<file path="config.mk">
export PLATFORM = sky130hd
export DESIGN_NAME = sdram_responder
export DESIGN_NICKNAME = d
export VERILOG_FILES = /design/src/rtl/sdram_responder.sv
export SDC_FILE = /design/constraint.sdc
export NUM_CORES = 1
export LEC_CHECK = 0
export BUFFER_PORTS_ARGS = -buffer_cell sky130_fd_sc_hd__buf_2
export CORE_UTILIZATION = 45
export DETAILED_ROUTE_END_ITERATION = 16
export GPL_ROUTABILITY_DRIVEN = 0
export PLACE_DENSITY = 0.73
export SLEW_MARGIN = 20
export SYNTH_ARGS = -nofsm -noshare
export SYNTH_HDL_FRONTEND = slang
export SYNTH_SLANG_ARGS = --single-unit
</file>
<file path="constraint.sdc">
create_clock -name clk0 -period 3.3 [get_ports clk0]
set_input_delay 0 -clock clk0 [delete_from_list [all_inputs] [get_ports clk0]]
set_output_delay 0 -clock clk0 [all_outputs]
set_load 0.01 [all_outputs]
</file>
<file path="src/rtl/sdram_responder.sv">
// sdram_responder
// Target-side end of the arbitrated SDRAM request bus. It runs the SDRAM
// power-up sequence, periodic auto-refresh, and single-word READ/WRITE
// accesses with auto-precharge. Each access returns a one-cycle ack.
//
// Ports
//   clk0, reset_n           clock (rising edge), async active-low reset
//   sdram_addr[23:0]        word address {bank[23:22], row[21:10], col[9:0]}
//   sdram_cmd[2:0]          000 NOP, 001 READ, 010 WRITE, other codes = NOP
//   sdram_datain[31:0]      write data
//   sdram_dataout[31:0]     last read word (held)
//   sdram_ack               one-cycle pulse when an access completes
//   sdram_busy              high whenever the engine is not in IDLE
//   sdr_cs_n/ras_n/cas_n/we_n, sdr_ba, sdr_a, sdr_dqm   SDRAM pins (registered)
//   sdr_dq_out, sdr_dq_oe, sdr_dq_in                    split data bus
module sdram_responder #(
    parameter int T_RCD        = 2,
    parameter int CAS_LAT      = 2,
    parameter int T_RP         = 2,
    parameter int T_WR         = 2,
    parameter int T_RFC        = 7,
    parameter int REF_INTERVAL = 390,
    parameter int INIT_WAIT    = 100
) (
    input  logic        clk0,
    input  logic        reset_n,
    input  logic [23:0] sdram_addr,
    input  logic [2:0]  sdram_cmd,
    input  logic [31:0] sdram_datain,
    output logic [31:0] sdram_dataout,
    output logic        sdram_ack,
    output logic        sdram_busy,
    output logic        sdr_cs_n,
    output logic        sdr_ras_n,
    output logic        sdr_cas_n,
    output logic        sdr_we_n,
    output logic [1:0]  sdr_ba,
    output logic [11:0] sdr_a,
    output logic        sdr_dqm,
    output logic [31:0] sdr_dq_out,
    output logic        sdr_dq_oe,
    input  logic [31:0] sdr_dq_in
);

    localparam int CNT_W = 16;
    localparam int REF_W = $clog2(REF_INTERVAL + 1);

    // {cs_n, ras_n, cas_n, we_n}
    localparam logic [3:0] CMD_NOP = 4'b0111;
    localparam logic [3:0] CMD_ACT = 4'b0011;
    localparam logic [3:0] CMD_RD  = 4'b0101;
    localparam logic [3:0] CMD_WR  = 4'b0100;
    localparam logic [3:0] CMD_PRE = 4'b0010;
    localparam logic [3:0] CMD_REF = 4'b0001;
    localparam logic [3:0] CMD_MRS = 4'b0000;

    // Burst length 1, sequential, CAS latency from the parameter.
    localparam logic [11:0] MODE_REG = {2'b00, 1'b0, 2'b00, 3'(CAS_LAT), 1'b0, 3'b000};

    typedef enum logic [3:0] {
        ST_INIT_WAIT, ST_INIT_PRE, ST_INIT_REF1, ST_INIT_REF2, ST_INIT_MRS,
        ST_IDLE, ST_REFRESH, ST_ACTIVE, ST_ACCESS, ST_ACK, ST_RELEASE
    } state_t;

    typedef struct packed {
        logic        wr;
        logic [9:0]  col;
        logic [31:0] data;
    } req_t;

    state_t             state;
    logic [CNT_W-1:0]   cnt;
    logic [REF_W-1:0]   ref_cnt;
    logic               ref_pending;
    logic               init_done;
    logic [3:0]         pin_cmd;
    req_t               req;
    logic [CAS_LAT:0]   vld_pipe;   // bit k set = k cycles after the READ cycle
    logic               is_rw;

    assign is_rw = (sdram_cmd == 3'b001) || (sdram_cmd == 3'b010);
    assign {sdr_cs_n, sdr_ras_n, sdr_cas_n, sdr_we_n} = pin_cmd;

    always_ff @(posedge clk0 or negedge reset_n) begin
        if (!reset_n) begin
            state         <= ST_INIT_WAIT;
            cnt           <= CNT_W'(INIT_WAIT - 1);
            ref_cnt       <= REF_W'(REF_INTERVAL);
            ref_pending   <= 1'b0;
            init_done     <= 1'b0;
            pin_cmd       <= CMD_NOP;
            req           <= '0;
            vld_pipe      <= '0;
            sdr_ba        <= '0;
            sdr_a         <= '0;
            sdr_dqm       <= 1'b1;
            sdr_dq_out    <= '0;
            sdr_dq_oe     <= 1'b0;
            sdram_dataout <= '0;
            sdram_ack     <= 1'b0;
            sdram_busy    <= 1'b1;
        end else begin
            // Pin commands and strobes are single-cycle unless re-issued.
            pin_cmd   <= CMD_NOP;
            sdr_dq_oe <= 1'b0;
            sdram_ack <= 1'b0;
            vld_pipe  <= {vld_pipe[CAS_LAT-1:0], 1'b0};
            if (vld_pipe[CAS_LAT])
                sdram_dataout <= sdr_dq_in;

            case (state)
                ST_IDLE: begin
                    if (ref_pending) begin
                        pin_cmd     <= CMD_REF;
                        ref_pending <= 1'b0;
                        cnt         <= CNT_W'(T_RFC - 1);
                        state       <= ST_REFRESH;
                        sdram_busy  <= 1'b1;
                    end else if (is_rw) begin
                        req        <= '{wr: sdram_cmd[1], col: sdram_addr[9:0], data: sdram_datain};
                        pin_cmd    <= CMD_ACT;
                        sdr_ba     <= sdram_addr[23:22];
                        sdr_a      <= sdram_addr[21:10];
                        cnt        <= CNT_W'(T_RCD - 1);
                        state      <= ST_ACTIVE;
                        sdram_busy <= 1'b1;
                    end
                end
                ST_ACK: state <= ST_RELEASE;
                // Hold here while the grant persists so the same request is
                // not executed twice.
                ST_RELEASE: begin
                    if (!is_rw) begin
                        state      <= ST_IDLE;
                        sdram_busy <= 1'b0;
                    end
                end
                // Timed states: the command was issued on entry; cnt holds
                // the remaining wait cycles minus one.
                default: begin
                    if (cnt != '0) begin
                        cnt <= cnt - CNT_W'(1);
                    end else begin
                        case (state)
                            ST_INIT_WAIT: begin
                                sdr_dqm <= 1'b0;
                                pin_cmd <= CMD_PRE;
                                sdr_a   <= 12'h400;     // a[10]: all banks
                                cnt     <= CNT_W'(T_RP - 1);
                                state   <= ST_INIT_PRE;
                            end
                            ST_INIT_PRE: begin
                                pin_cmd <= CMD_REF;
                                cnt     <= CNT_W'(T_RFC - 1);
                                state   <= ST_INIT_REF1;
                            end
                            ST_INIT_REF1: begin
                                pin_cmd <= CMD_REF;
                                cnt     <= CNT_W'(T_RFC - 1);
                                state   <= ST_INIT_REF2;
                            end
                            ST_INIT_REF2: begin
                                pin_cmd <= CMD_MRS;
                                sdr_ba  <= 2'b00;
                                sdr_a   <= MODE_REG;
                                cnt     <= CNT_W'(1);   // two NOPs after MRS
                                state   <= ST_INIT_MRS;
                            end
                            ST_INIT_MRS: begin
                                init_done  <= 1'b1;
                                state      <= ST_IDLE;
                                sdram_busy <= 1'b0;
                            end
                            ST_REFRESH: begin
                                state      <= ST_IDLE;
                                sdram_busy <= 1'b0;
                            end
                            ST_ACTIVE: begin
                                sdr_a <= {1'b0, 1'b1, req.col};  // a[10]: auto-precharge
                                if (req.wr) begin
                                    pin_cmd    <= CMD_WR;
                                    sdr_dq_out <= req.data;
                                    sdr_dq_oe  <= 1'b1;
                                    cnt        <= CNT_W'(T_WR + T_RP);
                                end else begin
                                    pin_cmd     <= CMD_RD;
                                    vld_pipe[0] <= 1'b1;
                                    cnt         <= CNT_W'(CAS_LAT + T_RP);
                                end
                                state <= ST_ACCESS;
                            end
                            ST_ACCESS: begin
                                sdram_ack <= 1'b1;
                                state     <= ST_ACK;
                            end
                            default: state <= ST_IDLE;
                        endcase
                    end
                end
            endcase

            // Refresh timer runs after init; placed last so a new expiry
            // wins over a same-cycle clear.
            if (init_done) begin
                if (ref_cnt == '0) begin
                    ref_cnt     <= REF_W'(REF_INTERVAL);
                    ref_pending <= 1'b1;
                end else begin
                    ref_cnt <= ref_cnt - REF_W'(1);
                end
            end
        end
    end

endmodule
</file>
# Yosys cells after proc, flatten, opt, wreduce, memory -nomap -nowiden
# Index checks and enable logic that the tools add are counted.
word_totals:
  input_bits: 93
  regBits: 163
  out_inout_bits: 86
classes:
  n_mux: 48
  addsub: 2
  eq_ne: 19
  bitwise_logic: 5
  n_reduce_logical: 22
ops:
  columns: ["op", "count"]
  rows:
  - ["16-bit two-way mux", 3]
  - ["16-bit case mux with 3 select lines", 1]
  - ["12-bit two-way mux", 3]
  - ["12-bit case mux with 3 select lines", 1]
  - ["16-bit case mux with 2 select lines", 1]
  - ["12-bit case mux with 2 select lines", 1]
  - ["4-bit case mux with 6 select lines", 1]
  - ["1-bit two-way mux", 20]
  - ["4-bit by 3-bit equality test with 1-bit output (second input constant)", 4]
  - ["4-bit two-way mux", 4]
  - ["16-bit nonzero test", 1]
  - ["16-bit by 1-bit subtractor with 16-bit output (second input constant)", 1]
  - ["3-bit AND reduction", 5]
  - ["5-bit AND reduction", 3]
  - ["4-bit equality test (second input constant)", 3]
  - ["3-bit case mux with 4 select lines", 1]
  - ["4-bit case mux with 3 select lines", 1]
  - ["9-bit zero test", 1]
  - ["3-bit two-way mux", 3]
  - ["9-bit two-way mux", 1]
  - ["9-bit by 1-bit subtractor with 9-bit output (second input constant)", 1]
  - ["4-bit by 2-bit equality test with 1-bit output (second input constant)", 2]
  - ["2-bit two-way mux", 4]
  - ["2-bit OR reduction", 4]
  - ["20 further kinds", 26]

# Logic depth before layout (Yosys ltp)
depth:
  depth_word: 5
  depth_mapped: 8
  depth_no_buf: 7

# Worst setup path before layout
# No wires, ideal clock.
synth_timing:
  kind: "reg2reg"
  from: "register cnt[4]"
  to: "register cnt[2]"
  arrival_ns: 2.342
  synth_period_minus_slack_ns: 2.467
  stages_incl_launch_ff: 7
  setup_slack_ns: 0.833
  cell_sequence: "dfrtp_1 or4_4 or4_4 o22ai_4 or2_4 buf_8 mux2_4"
synth_via:
  elab_chain_len: 3
  elab_cells_between_ends: 5
  cone_classes: "mux: 2; reduce/logical: 3"
synth_rtl:
  columns: ["element", "line", "text"]
  rows:
  - ["start: declaration", "72", "logic [CNT_W-1:0] cnt;"]
  - ["start signal: assignment", "87", "cnt <= CNT_W'(INIT_WAIT - 1);"]
  - ["start signal: assignment", "116", "cnt <= CNT_W'(T_RFC - 1);"]
  - ["start signal: assignment", "124", "cnt <= CNT_W'(T_RCD - 1);"]
  - ["16-bit nonzero test (*)", "141", "if (cnt != '0) begin"]
  - ["5-bit nonzero test (no line) or 16-bit two-way mux (tied branches)", null, null]
  - ["3-bit AND reduction (no line) or 16-bit case mux with 2 select lines (tied branches)", null, null]
# Every way passes the cells marked *; elsewhere a longest branch is shown, timed or not.
# A chain may end at the register's enable or synchronous reset.

# Worst setup path after layout
layout_timing:
  from: "register cnt[0]"
  to: "register sdr_dq_out[22]"
layout_via:
  elab_chain_len: 3
layout_rtl:
  columns: ["element", "line", "text"]
  rows:
  - ["16-bit nonzero test", "141", null]
  - ["1-bit NOT (no line)", null, null]
  - ["4-bit AND reduction (no line)", null, null]
  - ["end signal: assignment", "182", "sdr_dq_out <= req.data;"]
  - ["end: declaration", "40", "output logic [31:0] sdr_dq_out,"]
# No other way between the ends.

==> results.md <==
* Outcome: completed
* Required time of the critical path at 3590 ps
* Delay-heaviest family, CP: simple AND/OR/NAND/NOR gates
* Max Cap Viol at 0
* 1st-pass router iterations at 5
* Worst path buffer plus inverter count at 2
* Critical path startpoint category: flop
* Drt wl/cell at 16.8 um
* Port bufs at 177
* Clock network fraction of total power at 46.3%
* Switching share of power at 19.8%
* Core Footprint at 14800 um2
* Die H at 126 um
* Met2 WL at 8990 um
* Hold crit path type: in -> reg
* TritonCTS clock tree: yes
* Pin count of the biggest net entering global routing at 92
* Fillers at 1085
* Floorplan row count at 44
* Slew Limit Fails at 0
* Clock Latency Late Sink at 410 ps
* Post-CTS Resized at 0
* Slew Limit Headroom at 44.7%
* Vias in the first global route at 5609
* Die area at 15900 um2
* All-Layer GR Usage at 22.4%
* Initial antenna violation count at 2
* Worst-path clk slew at 60 ps
* Post-Route WL at 16800 um
* Yosys warnings at 0
* Peak Freq at 386 MHz
* Drc violations at 0
* Synth Flop Type: dfrtp_1
* Critical path type: reg -> reg
* Final Non-Filler Cells at 1000
* Netlist Area Pre-Place at 6930 um2
* Fin crit share at 78.5%
* H-tree depth at 4
* Via density at 5.30
* Fin Setup TNS at 0 ps
* # hold bufs at CTS at 88
* Sequential power share at 48.0%
* Root Driver: clkbuf_16
* Met3 WL at 818 um
* Post-CTS setup buffer count at 0
* Initial Util at 47.0%
* Power Dens Cells at 449 nW/um2
* Detail Route Antenna Nets at 0
* Wire length on met1 at 6530 um
* Synth cell types at 64
* Commonest cells after routing, fill and taps aside: 176 x buf_2, 148 x dfrtp_1, 110 x mux2_2
* Syn_area_per_cell at 12.9 um2
* Worst slew pin tran at 827 ps
* Global-route wire length before repair at 27800 um
* RSZ-0062 raised after global routing: false
* Synth Instances at 536
* CP max-delay cell: nor4_1
* CP max FO at 32
* Final hold viol count at 0
* Share of layout cells above drive strength 1 at 44.2%
* Initial DRC Count at 303
* Crit path arrival time at 2880 ps
* Int Pwr at 0.00342 W
* Crit path cell chain: inv_1 > ha_1 > or4b_1 > nor4_1 > nand3_1 > buf_4 > mux2_2
* Max layer used: met4
* P_sw at 0.000842 W
* Grt total ovfl at 0
* Async SR Flop Fraction at 100%
* Area delta synth->final at 36.8%
* Overall die width at 126 um
* CP max stage delay at 560 ps
* Most common cell after layout, fill and taps aside: buf_2
* Combinational fraction of design power at 5.7%
* Worst IR drop on VDD at 0.000506 V
* Count of final setup violators at 0
* Post-synthesis sequential area ratio at 58.7%
* Via count at 5303
* DP Cell Count at 877
* Top-level I/O count at 179
* HPWL Detailed at 10600 um
* Number of synthesized flops with an enable pin at 0
* Clock Sinks at 162
* Final nets at 896
* Worst Clk Skew at 11.2 ps
* CTS Buffer Depth at 2
* LEAKAGE at 4.83 nW
* CTS Buf Count at 17
* Tmin final at 2590 ps
* Critical Path End Type: flop
* Flop and latch count out of synthesis at 162
* Net Count, Synth at 632
## sequential cells by signal, summed over array words and instances, names as in the netlist, 2 cells and up
name and flops:
vld_pipe 3, sdr_dq_out 32, sdr_ba 2, pin_cmd 3, cnt 16, state 4
ref_cnt 9, sdram_dataout 32, sdr_a 12, req 43
## power by group through the flow
stage                     sequential, W  combinational (W)  clock, W
after floorplan                 0.00208          0.0000396         0
after global placement          0.00208           0.000151         0
after detailed placement        0.00208           0.000158         0
after CTS                       0.00205           0.000240   0.00201
after global routing            0.00205           0.000266   0.00209
final                           0.00205           0.000241   0.00197
## worst min-delay path, cell delays in order
cell     delay (ps)
buf_2            70
or3_1            80
o21ai_0          70
a31oi_1         170
## worst paths after layout
check | startpoint | end | slack, ps | cells after the start
min in group asynchronous | reset_n | sdr_a[8] | 220 | 2
worst min register to register | vld_pipe[0] | vld_pipe[1] | 350 | 0
worst min-delay path | sdram_addr[20] | sdr_a[10] | 20 | 4
worst max register to register | cnt[0] | sdr_dq_out[22] | 710 | 7
max in group asynchronous | reset_n | ref_cnt[8] | 2180 | 3
worst max-delay path | cnt[0] | sdr_dq_out[22] | 710 | 7
## cells in the mapped netlist (2+ instances only)
| library cell | number | share of area [%] |
|---|---|---|
| o21ai_0 | 21 | 1.5 |
| buf_1 | 4 | 0.22 |
| buf_2 | 7 | 0.51 |
| nand2b_1 | 2 | 0.18 |
| nand3_1 | 9 | 0.65 |
| or3_1 | 7 | 0.63 |
| nor3_1 | 16 | 1.2 |
| mux2i_1 | 3 | 0.43 |
| a22oi_1 | 9 | 0.97 |
| buf_4 | 2 | 0.22 |
| a21o_1 | 5 | 0.54 |
| ha_1 | 3 | 0.54 |
| nor2_1 | 29 | 1.6 |
| and3_1 | 5 | 0.45 |
| a31oi_1 | 3 | 0.27 |
| o211ai_1 | 3 | 0.32 |
| or4_4 | 3 | 0.49 |
| nor2b_1 | 4 | 0.36 |
| o31ai_1 | 5 | 0.54 |
| nand4_1 | 2 | 0.18 |
| o41ai_1 | 3 | 0.38 |
| nor4_1 | 5 | 0.45 |
| nand2_1 | 17 | 0.92 |
| a21oi_1 | 15 | 1.1 |
| clkbuf_1 | 14 | 0.76 |
| o2bb2ai_1 | 4 | 0.51 |
| and2_1 | 2 | 0.18 |
| xnor2_1 | 4 | 0.51 |
| inv_1 | 11 | 0.60 |
| dfrtp_1 | 149 | 54 |
| or4_1 | 2 | 0.22 |
| or2_2 | 4 | 0.36 |
| o22ai_1 | 2 | 0.18 |
| a211o_2 | 6 | 0.87 |
| dfstp_2 | 13 | 4.9 |
| xor2_1 | 5 | 0.63 |
| mux2_2 | 110 | 18 |
| nand3b_1 | 2 | 0.22 |
## cell type report
cell class                 count  area [um2]  share of cell area (%)
inverter                      12        45.0                   0.475
clock buffer                  26         489                    5.16
clock inverter                 6         105                    1.11
tap                          184         230                    2.43
timing repair buffer         273        1850                    19.5
sequential                   162        4070                    42.9
antenna                        3        7.51                  0.0792
multi-input combinational    334        2690                    28.4
## metal layers
layer | up-vias | GRT usage [%]
met1 | 2622 | 25.4
met3 | 34 | 5.10
met5 | - | 0
met2 | 168 | 39.2
met4 | 0 | 12.2
li1 | 2479 | -
## logic make-up after synthesis
logic type / Yosys count / share of synthesized area [%]
flip-flops: 162 / 58.7
AND/OR/NAND/NOR: 119 / 9.37
multiplexers: 114 / 18.5
AO/OA/AOI/OAI: 87 / 8.94
buffers and inverters: 40 / 2.56
XOR/XNOR: 9 / 1.14
adder cells (fa/ha/maj): 4 / 0.686
other: 1 / 0.0541
## per-stage QoR
step	setup slack (ps)	hold slack [ps]	power [W]	util, %	cell area (um2)
after floorplan	833	-296	0.00212	-	6930
after global placement	782	110	0.00223	54.2	8000
after detailed placement	753	124	0.00224	54.2	8000
after CTS	731	15.5	0.00430	64.2	9470
after global routing	552	61.1	0.00441	64.3	9480
final	711	22.2	0.00426	64.3	9480
Note: power is estimated with default switching activity, not from simulation.
